[src/rtl/affine_batch_engine_if.sv]
// Bus bundle for affine_batch_engine (TinyQV peripheral bus).
//   master: the bus host (CPU / testbench) driving address, data and strobes.
//   slave : the peripheral, returning combinational read data, ready and the
//           level interrupt.
interface affine_batch_engine_if;
    logic [5:0]  address;
    logic [31:0] data_in;
    logic [1:0]  data_write_n;
    logic [1:0]  data_read_n;
    logic [31:0] data_out;
    logic        data_ready;
    logic        user_interrupt;

    modport master (
        output address, data_in, data_write_n, data_read_n,
        input  data_out, data_ready, user_interrupt
    );

    modport slave (
        input  address, data_in, data_write_n, data_read_n,
        output data_out, data_ready, user_interrupt
    );
endinterface

[src/rtl/affine_batch_engine.sv]
// affine_batch_engine: streaming 2-D affine transform peripheral.
//   x' = sat((A*x >>> FRAC) + (B*y >>> FRAC) + TX)
//   y' = sat((D*x >>> FRAC) + (E*y >>> FRAC) + TY)
// Input pairs and results are buffered in DEPTH-entry FIFOs; a single shared
// WIDTH x WIDTH signed multiplier is time-multiplexed by the engine FSM.
// Ports:
//   clk   : clock
//   rst_n : asynchronous active-low reset
//   bus   : peripheral bus (slave modport): address, data_in, data_write_n,
//           data_read_n, data_out (combinational), data_ready (always 1),
//           user_interrupt (level, threshold on output FIFO occupancy)
module affine_batch_engine #(
    parameter int WIDTH = 16,
    parameter int FRAC  = 8,
    parameter int DEPTH = 4
) (
    input  logic                 clk,
    input  logic                 rst_n,
    affine_batch_engine_if.slave bus
);
    localparam int AW     = $clog2(DEPTH);
    localparam int CW     = AW + 1;
    localparam int PROD_W = 2 * WIDTH;
    localparam int ACC_W  = 2 * WIDTH + 2;

    localparam logic signed [ACC_W-1:0] MAX_V = {{(ACC_W-WIDTH+1){1'b0}}, {(WIDTH-1){1'b1}}};
    localparam logic signed [ACC_W-1:0] MIN_V = {{(ACC_W-WIDTH+1){1'b1}}, {(WIDTH-1){1'b0}}};

    typedef enum logic [2:0] {S_IDLE, S_LOAD, S_P0, S_P1, S_P2, S_P3, S_STORE} state_t;

    function automatic logic signed [WIDTH-1:0] sat(input logic signed [ACC_W-1:0] v);
        if (v > MAX_V)      return {1'b0, {(WIDTH-1){1'b1}}};
        else if (v < MIN_V) return {1'b1, {(WIDTH-1){1'b0}}};
        else                return v[WIDTH-1:0];
    endfunction

    function automatic logic clamps(input logic signed [ACC_W-1:0] v);
        return (v > MAX_V) || (v < MIN_V);
    endfunction

    function automatic logic [31:0] sext32(input logic signed [WIDTH-1:0] v);
        return {{(32-WIDTH){v[WIDTH-1]}}, v};
    endfunction

    state_t state, state_nxt;

    logic en, irq_en;
    logic signed [WIDTH-1:0] coef_a, coef_b, coef_d, coef_e, coef_tx, coef_ty, pend_x;
    logic [7:0] thresh;
    logic ovf, unf, satf;

    logic signed [WIDTH-1:0] in_x_mem [DEPTH];
    logic signed [WIDTH-1:0] in_y_mem [DEPTH];
    logic signed [WIDTH-1:0] out_x_mem [DEPTH];
    logic signed [WIDTH-1:0] out_y_mem [DEPTH];
    logic [AW-1:0] in_wp, in_rp, out_wp, out_rp;
    logic [CW-1:0] in_cnt, out_cnt;

    logic signed [WIDTH-1:0] x_r, y_r, mul_a, mul_b, res_x, res_y;
    logic signed [PROD_W-1:0] prod, prod_shr;
    logic signed [ACC_W-1:0] prod_sh, acc_x, acc_y, sum_x, sum_y;

    logic wr, rd, clear, wr_ctrl, wr_status, wr_yin, rd_yout;
    logic in_push, in_pop, out_push, out_pop, ovf_set, unf_set, sat_set;
    logic unused_bits;

    assign wr        = bus.data_write_n != 2'b11;
    assign rd        = bus.data_read_n != 2'b11;
    assign wr_ctrl   = wr && bus.address == 6'h00;
    assign wr_status = wr && bus.address == 6'h04;
    assign wr_yin    = wr && bus.address == 6'h24;
    assign rd_yout   = rd && bus.address == 6'h2C;
    // Clear is an action, not state: it overrides every other update this cycle.
    assign clear     = wr_ctrl && bus.data_in[2];

    // The full check uses the registered count, so a push to a full FIFO is
    // dropped even if the engine pops in the same cycle.
    assign in_push  = wr_yin && in_cnt != CW'(DEPTH) && !clear;
    assign ovf_set  = wr_yin && in_cnt == CW'(DEPTH);
    assign in_pop   = state == S_LOAD && !clear;
    assign out_push = state == S_STORE && !clear;
    assign out_pop  = rd_yout && out_cnt != '0 && !clear;
    assign unf_set  = rd_yout && out_cnt == '0;

    // Shared multiplier: operand pair selected by the current product state;
    // coefficients are taken live so a mid-computation rewrite only affects
    // products not yet formed.
    always_comb begin
        mul_a = coef_a;
        mul_b = x_r;
        case (state)
            S_P1:    begin mul_a = coef_b; mul_b = y_r; end
            S_P2:    begin mul_a = coef_d; mul_b = x_r; end
            S_P3:    begin mul_a = coef_e; mul_b = y_r; end
            default: ;
        endcase
    end

    assign prod     = PROD_W'(mul_a) * PROD_W'(mul_b);
    assign prod_shr = prod >>> FRAC;
    assign prod_sh  = {{(ACC_W-PROD_W){prod_shr[PROD_W-1]}}, prod_shr};
    assign sum_x    = acc_x + {{(ACC_W-WIDTH){coef_tx[WIDTH-1]}}, coef_tx};
    assign sum_y    = acc_y + {{(ACC_W-WIDTH){coef_ty[WIDTH-1]}}, coef_ty};
    assign res_x    = sat(sum_x);
    assign res_y    = sat(sum_y);
    assign sat_set  = out_push && (clamps(sum_x) || clamps(sum_y));

    always_ff @(posedge clk or negedge rst_n) begin
        if (!rst_n) state <= S_IDLE;
        else        state <= state_nxt;
    end

    always_comb begin
        state_nxt = state;
        case (state)
            S_IDLE:  if (en && in_cnt != '0 && out_cnt < CW'(DEPTH)) state_nxt = S_LOAD;
            S_LOAD:  state_nxt = S_P0;
            S_P0:    state_nxt = S_P1;
            S_P1:    state_nxt = S_P2;
            S_P2:    state_nxt = S_P3;
            S_P3:    state_nxt = S_STORE;
            S_STORE: state_nxt = S_IDLE;
            default: state_nxt = S_IDLE;
        endcase
        if (clear) state_nxt = S_IDLE;
    end

    // Register file, FIFO pointers/counts and sticky flags.
    always_ff @(posedge clk or negedge rst_n) begin
        if (!rst_n) begin
            en <= 1'b0; irq_en <= 1'b0; thresh <= '0; pend_x <= '0;
            coef_a <= '0; coef_b <= '0; coef_d <= '0; coef_e <= '0;
            coef_tx <= '0; coef_ty <= '0;
            ovf <= 1'b0; unf <= 1'b0; satf <= 1'b0;
            in_wp <= '0; in_rp <= '0; in_cnt <= '0;
            out_wp <= '0; out_rp <= '0; out_cnt <= '0;
        end else begin
            if (wr_ctrl && !bus.data_in[2]) {irq_en, en} <= bus.data_in[1:0];
            if (wr) begin
                case (bus.address)
                    6'h08: coef_a  <= bus.data_in[WIDTH-1:0];
                    6'h0C: coef_b  <= bus.data_in[WIDTH-1:0];
                    6'h10: coef_d  <= bus.data_in[WIDTH-1:0];
                    6'h14: coef_e  <= bus.data_in[WIDTH-1:0];
                    6'h18: coef_tx <= bus.data_in[WIDTH-1:0];
                    6'h1C: coef_ty <= bus.data_in[WIDTH-1:0];
                    6'h20: pend_x  <= bus.data_in[WIDTH-1:0];
                    6'h30: thresh  <= bus.data_in[7:0];
                    default: ;
                endcase
            end
            if (clear) begin
                ovf <= 1'b0; unf <= 1'b0; satf <= 1'b0;
                in_wp <= '0; in_rp <= '0; in_cnt <= '0;
                out_wp <= '0; out_rp <= '0; out_cnt <= '0;
            end else begin
                ovf  <= (ovf  && !(wr_status && bus.data_in[17])) || ovf_set;
                unf  <= (unf  && !(wr_status && bus.data_in[18])) || unf_set;
                satf <= (satf && !(wr_status && bus.data_in[19])) || sat_set;
                if (in_push)  in_wp  <= in_wp + 1'b1;
                if (in_pop)   in_rp  <= in_rp + 1'b1;
                if (out_push) out_wp <= out_wp + 1'b1;
                if (out_pop)  out_rp <= out_rp + 1'b1;
                in_cnt  <= in_cnt + CW'(in_push) - CW'(in_pop);
                out_cnt <= out_cnt + CW'(out_push) - CW'(out_pop);
            end
        end
    end

    // FIFO storage and datapath registers carry no reset: they are only
    // observable through the counts, which are reset.
    always_ff @(posedge clk) begin
        if (in_push) begin
            in_x_mem[in_wp] <= pend_x;
            in_y_mem[in_wp] <= bus.data_in[WIDTH-1:0];
        end
        if (out_push) begin
            out_x_mem[out_wp] <= res_x;
            out_y_mem[out_wp] <= res_y;
        end
        case (state)
            S_LOAD:  begin x_r <= in_x_mem[in_rp]; y_r <= in_y_mem[in_rp]; end
            S_P0:    acc_x <= prod_sh;
            S_P1:    acc_x <= acc_x + prod_sh;
            S_P2:    acc_y <= prod_sh;
            S_P3:    acc_y <= acc_y + prod_sh;
            default: ;
        endcase
    end

    always_comb begin
        bus.data_out = '0;
        case (bus.address)
            6'h00: bus.data_out = {30'd0, irq_en, en};
            6'h04: bus.data_out = {12'd0, satf, unf, ovf, state != S_IDLE, 8'(out_cnt), 8'(in_cnt)};
            6'h08: bus.data_out = sext32(coef_a);
            6'h0C: bus.data_out = sext32(coef_b);
            6'h10: bus.data_out = sext32(coef_d);
            6'h14: bus.data_out = sext32(coef_e);
            6'h18: bus.data_out = sext32(coef_tx);
            6'h1C: bus.data_out = sext32(coef_ty);
            6'h28: if (out_cnt != '0) bus.data_out = sext32(out_x_mem[out_rp]);
            6'h2C: if (out_cnt != '0) bus.data_out = sext32(out_y_mem[out_rp]);
            6'h30: bus.data_out = {24'd0, thresh};
            default: ;
        endcase
    end

    assign bus.data_ready     = 1'b1;
    assign bus.user_interrupt = irq_en && thresh != 8'd0 && 8'(out_cnt) >= thresh;
    assign unused_bits        = ^{bus.data_in[31:20], bus.data_in[16:WIDTH]};
endmodule

[src/flat_wrapper.sv]
// flat-port wrapper written by rule: the top's interface ports become plain ports
module affine_batch_engine_flat 
#(
    parameter int WIDTH = 16,
    parameter int FRAC  = 8,
    parameter int DEPTH = 4
)
  (clk, rst_n, bus_address, bus_data_in, bus_data_write_n, bus_data_read_n, bus_data_out, bus_data_ready, bus_user_interrupt);
  affine_batch_engine_if bus_i ();
  input  logic clk;
  input  logic rst_n;
  input wire logic [$bits(bus_i.address)-1:0] bus_address;
  input wire logic [$bits(bus_i.data_in)-1:0] bus_data_in;
  input wire logic [$bits(bus_i.data_write_n)-1:0] bus_data_write_n;
  input wire logic [$bits(bus_i.data_read_n)-1:0] bus_data_read_n;
  output wire logic [$bits(bus_i.data_out)-1:0] bus_data_out;
  output wire logic [$bits(bus_i.data_ready)-1:0] bus_data_ready;
  output wire logic [$bits(bus_i.user_interrupt)-1:0] bus_user_interrupt;
  assign bus_i.address = bus_address;
  assign bus_i.data_in = bus_data_in;
  assign bus_i.data_write_n = bus_data_write_n;
  assign bus_i.data_read_n = bus_data_read_n;
  assign bus_data_out = bus_i.data_out;
  assign bus_data_ready = bus_i.data_ready;
  assign bus_user_interrupt = bus_i.user_interrupt;
  affine_batch_engine #(.WIDTH(WIDTH), .FRAC(FRAC), .DEPTH(DEPTH)) u_core (.clk(clk), .rst_n(rst_n), .bus(bus_i));
endmodule
[config.mk]
export PLATFORM = sky130hd
export DESIGN_NAME = affine_batch_engine_flat
export DESIGN_NICKNAME = d
export VERILOG_FILES = /design/src/rtl/affine_batch_engine_if.sv /design/src/rtl/affine_batch_engine.sv /design/src/flat_wrapper.sv
export SDC_FILE = /design/constraint.sdc
export NUM_CORES = 2
export LEC_CHECK = 0
export ABC_AREA = 1
export CORE_ASPECT_RATIO = 0.9
export CORE_MARGIN = 5
export CORE_UTILIZATION = 35
export CTS_CLUSTER_SIZE = 30
export DETAILED_ROUTE_END_ITERATION = 12
export PLACE_DENSITY = 0.54
export SLEW_MARGIN = 10
export SYNTH_ARGS = -nofsm -noshare
export SYNTH_HDL_FRONTEND = slang
export SYNTH_SLANG_ARGS = --single-unit
[constraint.sdc]
create_clock -name clk -period 10.91 [get_ports clk]
set_input_delay 1.6365 -clock clk [delete_from_list [all_inputs] [get_ports clk]]
set_output_delay 1.6365 -clock clk [all_outputs]
set_load 0.1 [all_outputs]
Word level (Yosys, flattened, before mapping)
Memories as Yosys holds them, arrays and structs flattened. A register that Yosys moved wholly into a read port is not among the register bits.
Cells that the tools add are included.

word-level totals
  bits in registers = 210
  memory bits (writable) = 256
  input port bits = 44
  memories kept = 4

cells by class
  add/sub/neg operators = 12
  multipliers = 1
  $lt $le $gt $ge = 6
  equal/unequal tests = 23
  multiplexer cells = 31
  reduce and logical (&&, ||, !) cells = 58

memory list
  memory            words  bits a word  read ports  clocked after memory_dff  wr ports  line                       RTL
  u_core.in_x_mem   4      16           1           1                         1         affine_batch_engine.sv:52  logic signed [WIDTH-1:0] in_x_mem [DEPTH];
  u_core.in_y_mem   4      16           1           1                         1         affine_batch_engine.sv:53  logic signed [WIDTH-1:0] in_y_mem [DEPTH];
  u_core.out_x_mem  4      16           1           0                         1         affine_batch_engine.sv:54  logic signed [WIDTH-1:0] out_x_mem [DEPTH];
  u_core.out_y_mem  4      16           1           0                         1         affine_batch_engine.sv:55  logic signed [WIDTH-1:0] out_y_mem [DEPTH];

operator list
  kind                                                                    count
  32-bit one-hot mux with 11 select lines                                 1
  34-bit one-hot mux with 2 select lines                                  2
  16-bit 2-to-1 mux                                                       5
  34-bit by 24-bit adder with 34-bit output                               2
  34-bit adder                                                            2
  34-bit by 16-bit > comparator with 1-bit output, second input constant  2
  34-bit by 16-bit < comparator with 1-bit output, second input constant  2
  32-bit 2-to-1 mux                                                       2
  16-bit one-hot mux with 3 select lines                                  1
  16-bit by 16-bit multiplier with 32-bit output                          1
  6-bit equality test, second input constant                              5
  1-bit logical AND                                                       25
  6-bit by 5-bit equality test with 1-bit output, second input constant   4
  3-bit one-hot mux with 6 select lines                                   1
  2-bit 2-to-1 mux                                                        8
  2-bit AND reduction                                                     8
  3-bit equality test, second input constant                              4
  6-bit by 4-bit equality test with 1-bit output, second input constant   2
  3-bit 2-to-1 mux                                                        4
  2-bit nonzero test                                                      6
  3-bit nonzero test                                                      3
  2-bit by 1-bit adder with 2-bit output, second input constant           4
  3-bit by 8-bit >= comparator with 1-bit output                          1
  8-bit nonzero test                                                      1
  other kinds (15)                                                        35

Logic depth before layout (Yosys ltp)
  word-level depth = 8
  gate-level depth with buffers = 50

Worst setup path after synthesis
OpenSTA, ideal clock, no wires.

  path kind = reg-to-reg
  from = register u_core.state[1]
  to = register u_core.acc_y[33] (data pin)
  arrival time = 8712 ps
  data required time = 10656 ps
  setup slack = 1944 ps
  cell stages (with the launch flop) = 38
  path buffers = 3
  cells stage by stage = dfrtp_1 inv_2 nand3_2 nand2_2 clkbuf_1 clkbuf_1 nand2_1 o21ai_0 inv_1 nor2_1 inv_1 fa_1 inv_1 fa_1 fa_1 fa_1 fa_1 fa_1 [2 not listed] o21a_1 nor2_1 a2111oi_0 nand3_2 nand2_1 inv_1 ha_1 clkbuf_1 nand2_1 nor2_1 inv_1 nor4_1 nand3_1 nand3_1 or2_2 nand3_1 nand3_1 nand2_1

between the ends
  cells in the longest elaborated chain, start to end = 6

RTL lines
  element                                                                                line                                                   RTL
  from (decl)                                                                            affine_batch_engine.sv:45                              state_t state, state_nxt;
  from (signal assigned)                                                                 affine_batch_engine.sv:110                             else state <= state_nxt;
  3-bit by 2-bit equality test with 1-bit output or 3-bit equality test (tied branches)  affine_batch_engine.sv:91, affine_batch_engine.sv:181
  2-bit OR reduction (no source line)                                                    --
  16-bit 2-to-1 mux                                                                      affine_batch_engine.sv:91                              case (state)
  16-bit by 16-bit multiplier with 32-bit output                                         affine_batch_engine.sv:99                              assign prod = PROD_W'(mul_a) * PROD_W'(mul_b);
  34-bit by 24-bit adder with 34-bit output                                              affine_batch_engine.sv:186                             S_P3: acc_y <= acc_y + prod_sh;
  34-bit one-hot mux with 2 select lines *                                               affine_batch_engine.sv:181                             case (state)
  to (signal assigned)                                                                   affine_batch_engine.sv:185                             S_P2: acc_y <= prod_sh;
  to (signal assigned)                                                                   affine_batch_engine.sv:186
  to (decl)                                                                              affine_batch_engine.sv:61                              logic signed [ACC_W-1:0] prod_sh, acc_x, acc_y, sum_x, sum_y;

Mark *: on every way between the ends. The rest lies on a longest branch, timed or not.
A chain may end at the register's enable or synchronous reset.

Worst setup path in the final report
Ends and elaborated chain as after synthesis.

==> impl_metrics.json <==
{
  "r2r-start": "u_core.state[1]",
  "dieArea_um2": 120100,
  "status": "complete, no violations",
  "initial_core_util_pct": 35.12,
  "startpoint_type": "flop",
  "grt_start_max_net_pins": 80,
  "drv_slew": 0,
  "die_y_um": 329.3,
  "max_cap_viol_count": 0,
  "cp_max_fo": 24,
  "hold_viol": 0,
  "cts_tree": "yes",
  "period_share_pct": 93.01,
  "whs_endpoint": "u_core.coef_b[1]",
  "ys_seq_elements": 498,
  "syn_avg_cell_area_um2": 8.168,
  "end_kind": "flop",
  "portBuffers": 63,
  "critPathKind": "flop to flop",
  "vias": 32874,
  "setup_viol": 0,
  "async_flop_share_pct": 28.51,
  "cts_buffers": 58,
  "ys_seq_area_share_pct": 35.93,
  "insertion_delay_ps": 640,
  "synth-edff-count": 356,
  "initialDrtViolationCount": 2730,
  "grt_pass1_vias": 32287,
  "grt_pass1_wl_mm": 192.4,
  "dr.pass1.iters": 6,
  "dp_hpwl_mm": 96.38,
  "drive_gt1_share_pct": 4.574,
  "nets": 5476,
  "fin_skew_ps": 23.08,
  "cp.required_ps": 11300,
  "synth_cell_types": 61,
  "arrival_ps": 10540,
  "htree_levels": 2,
  "clockRootBuffer": "clkbuf_16",
  "worst_pin_slew_ps": 1151,
  "synth_area_um2": 39640,
  "fin_tns_setup_ps": 0,
  "antenna_found_initial": 3,
  "clkTransAtPathRegs_ps": 60,
  "postSynthCellCount": 4853,
  "synthesis.nets": 5394,
  "synth_warnings": 0,
  "routabilityCongestion": 0.9161,
  "r2r_end": "u_core.acc_y[33]",
  "hold_depth": 2,
  "rsz0062_at_grt": "no",
  "slew_headroom_pct": 22.45,
  "grt-ovfl-total": 0,
  "rows": 117,
  "min_from": "u_core.coef_b[1]",
  "fillers": 11575,
  "hp-class": "flop to flop",
  "crit_top_cell": "fa_1",
  "max-clock-path-buffers": 3,
  "clock.fmax_ghz": 0.09854,
  "drcViolationCount": 0,
  "wl_mm": 123.9,
  "antenna_left": 0,
  "cts_hold_buf": 0,
  "core_area_um2": 112900,
  "area_delta_synth_final_pct": 11.73,
  "rr_worst_depth": 39,
  "slowest_delay_ps": 930,
  "final.min_clock_period_ps": 10150,
  "num_io_pins": 78,
  "vias_per_cell": 5.077,
  "cpMaxStageDelayCell": "o21ai_0",
  "wl_per_cell_um": 19.13,
  "clkSinkCount": 498,
  "ys.flop_type": "edfxtp_1",
  "die_w_um": 364.7,
  "rrSetupSlack_ps": 760,
  "grt_usage_pct": 20.80
}
[metrics by stage]
| stage | util [%] | hold WS (ps) | instance area, µm² | setup slack (ps) | std cells |
|---|---|---|---|---|---|
| after floorplan | - | 453.0 | 39640 | 1944 | 4853 |
| after global placement | 37.45 | 466.4 | 42270 | 769.1 | 6354 |
| after detailed placement | 37.45 | 472.8 | 42270 | 798.5 | 6354 |
| after CTS | 39.18 | 487.2 | 44220 | 751.8 | 6464 |
| after global routing | 39.23 | 504.3 | 44280 | 105.2 | 6472 |
| final | 39.24 | 480.1 | 44290 | 762.3 | 6475 |
[how the worst max path moves through the flow]
stage	endpoint	slack, ps	start	cells after the start
3_5_place_dp	u_core.acc_y[33]	800	u_core.state[1]	37
6_report	u_core.acc_y[33]	760	u_core.state[1]	39
3_3_place_gp	u_core.acc_y[33]	770	u_core.state[1]	37
4_1_cts	u_core.acc_y[33]	750	u_core.state[1]	37
5_1_grt	u_core.acc_y[33]	110	u_core.state[1]	42
2_1_floorplan	u_core.acc_y[33]	1940	u_core.state[1]	37
[flip-flops by register name (all words and copies together) (netlist names), 2 cells and up]
name,count
u_core.acc_x,34
u_core.acc_y,34
u_core.coef_a,16
u_core.coef_b,16
u_core.coef_d,16
u_core.coef_e,16
u_core.coef_tx,16
u_core.coef_ty,16
u_core.in_cnt,3
u_core.in_rp,2
u_core.in_wp,2
u_core.in_x_mem,64
u_core.in_y_mem,64
u_core.out_cnt,3
u_core.out_rp,2
u_core.out_wp,2
u_core.out_x_mem,64
u_core.out_y_mem,64
u_core.pend_x,16
u_core.state,3
u_core.thresh,8
u_core.x_r,16
u_core.y_r,16
[worst max-delay path, delay by kind of cell, from the launching register on]
kind	cells	cell delay, ps
DFF	1	450
and+or+nand+nor	17	2530
AOI/OAI and AO/OA	5	1660
buffers and inverters	9	1660
adders and majority gates	8	3570
[area by class of cell]
type | count | area (µm²) | share of cell area (%)
Antenna cell | 3 | 7.507 | 0.01695
Clock buffer | 91 | 1698 | 3.834
Tap cell | 1487 | 1861 | 4.201
Inverter | 828 | 3112 | 7.026
Timing Repair Buffer | 151 | 1292 | 2.918
Clock inverter | 19 | 251.5 | 0.5678
Sequential cell | 498 | 14250 | 32.17
Multi-Input combinational cell | 3398 | 21820 | 49.27
[synthesized netlist by cell type, types with 8 or more instances]
| cell type | count | area share [%] |
|---|---|---|
| a21boi_0 | 8 | 0.15 |
| a21o_1 | 17 | 0.32 |
| a21oi_1 | 175 | 2.2 |
| a221oi_1 | 15 | 0.33 |
| a22o_1 | 11 | 0.24 |
| a22oi_1 | 9 | 0.17 |
| a31oi_1 | 25 | 0.39 |
| and2_1 | 18 | 0.28 |
| buf_4 | 13 | 0.25 |
| clkbuf_1 | 108 | 1.0 |
| clkinv_1 | 10 | 0.095 |
| dfrtp_1 | 142 | 9.0 |
| edfxtp_1 | 356 | 27 |
| fa_1 | 267 | 13 |
| ha_1 | 230 | 7.3 |
| inv_1 | 814 | 7.7 |
| nand2_1 | 1155 | 11 |
| nand3_1 | 166 | 2.1 |
| nand3b_1 | 8 | 0.15 |
| nand4_1 | 35 | 0.55 |
| nor2_1 | 524 | 5.0 |
| nor3_1 | 34 | 0.43 |
| nor4_1 | 12 | 0.19 |
| o2111ai_1 | 14 | 0.31 |
| o21a_1 | 11 | 0.21 |
| o21ai_0 | 388 | 4.9 |
| o21ai_1 | 25 | 0.32 |
| o21bai_1 | 11 | 0.21 |
| o22ai_1 | 85 | 1.3 |
| or2_2 | 15 | 0.24 |
| xnor2_1 | 47 | 1.0 |
| xor2_1 | 36 | 0.80 |
[layout by cell type, fill, tap and decap left out, drive strengths merged, types with 36 or more instances in the layout]
cell type,count
ha,230
o21ai,416
dfrtp,142
buf,89
inv,818
xnor2,47
a21oi,175
edfxtp,356
xor2,36
clkdlybuf4s50,62
nand2,1160
fa,267
clkbuf,91
nor2,528
o22ai,85
nand3,172
[kinds of logic (layout without fill, tap and decap cells)]
| family | after synthesis | in the layout | synth area share (%) |
|---|---|---|---|
| AND/OR/NAND/NOR | 1988 | 1988 | 20.37 |
| buffers and inverters | 957 | 1089 | 9.205 |
| AO/OA/AOI/OAI | 829 | 829 | 11.91 |
| flip-flops | 498 | 498 | 35.93 |
| adder cells (fa/ha/maj) | 497 | 497 | 20.74 |
| XOR/XNOR | 83 | 83 | 1.834 |
| other | 1 | 4 | 0.009461 |
[metal layers]
| metal | routed length, µm | GRT usage, % | vias to the layer above |
|---|---|---|---|
| met3 | 8988 | 3.850 | 146 |
| met1 | 59330 | 30.89 | 15890 |
| met4 | 2602 | 4.615 | 0 |
| met5 | 0 | 0 | - |
| met2 | 52970 | 31.62 | 910 |
| li1 | - | - | 15928 |
[repair_timing]
action	CTS	global route
setup buffers	0	8
gates resized for setup	0	1
setup endpoints to repair	0	1
endpoints found under the hold margin	0	0
Power is left out: the tool's default activity adds up to more than one toggle a clock period on the data nets, which glitch-free logic cannot reach.
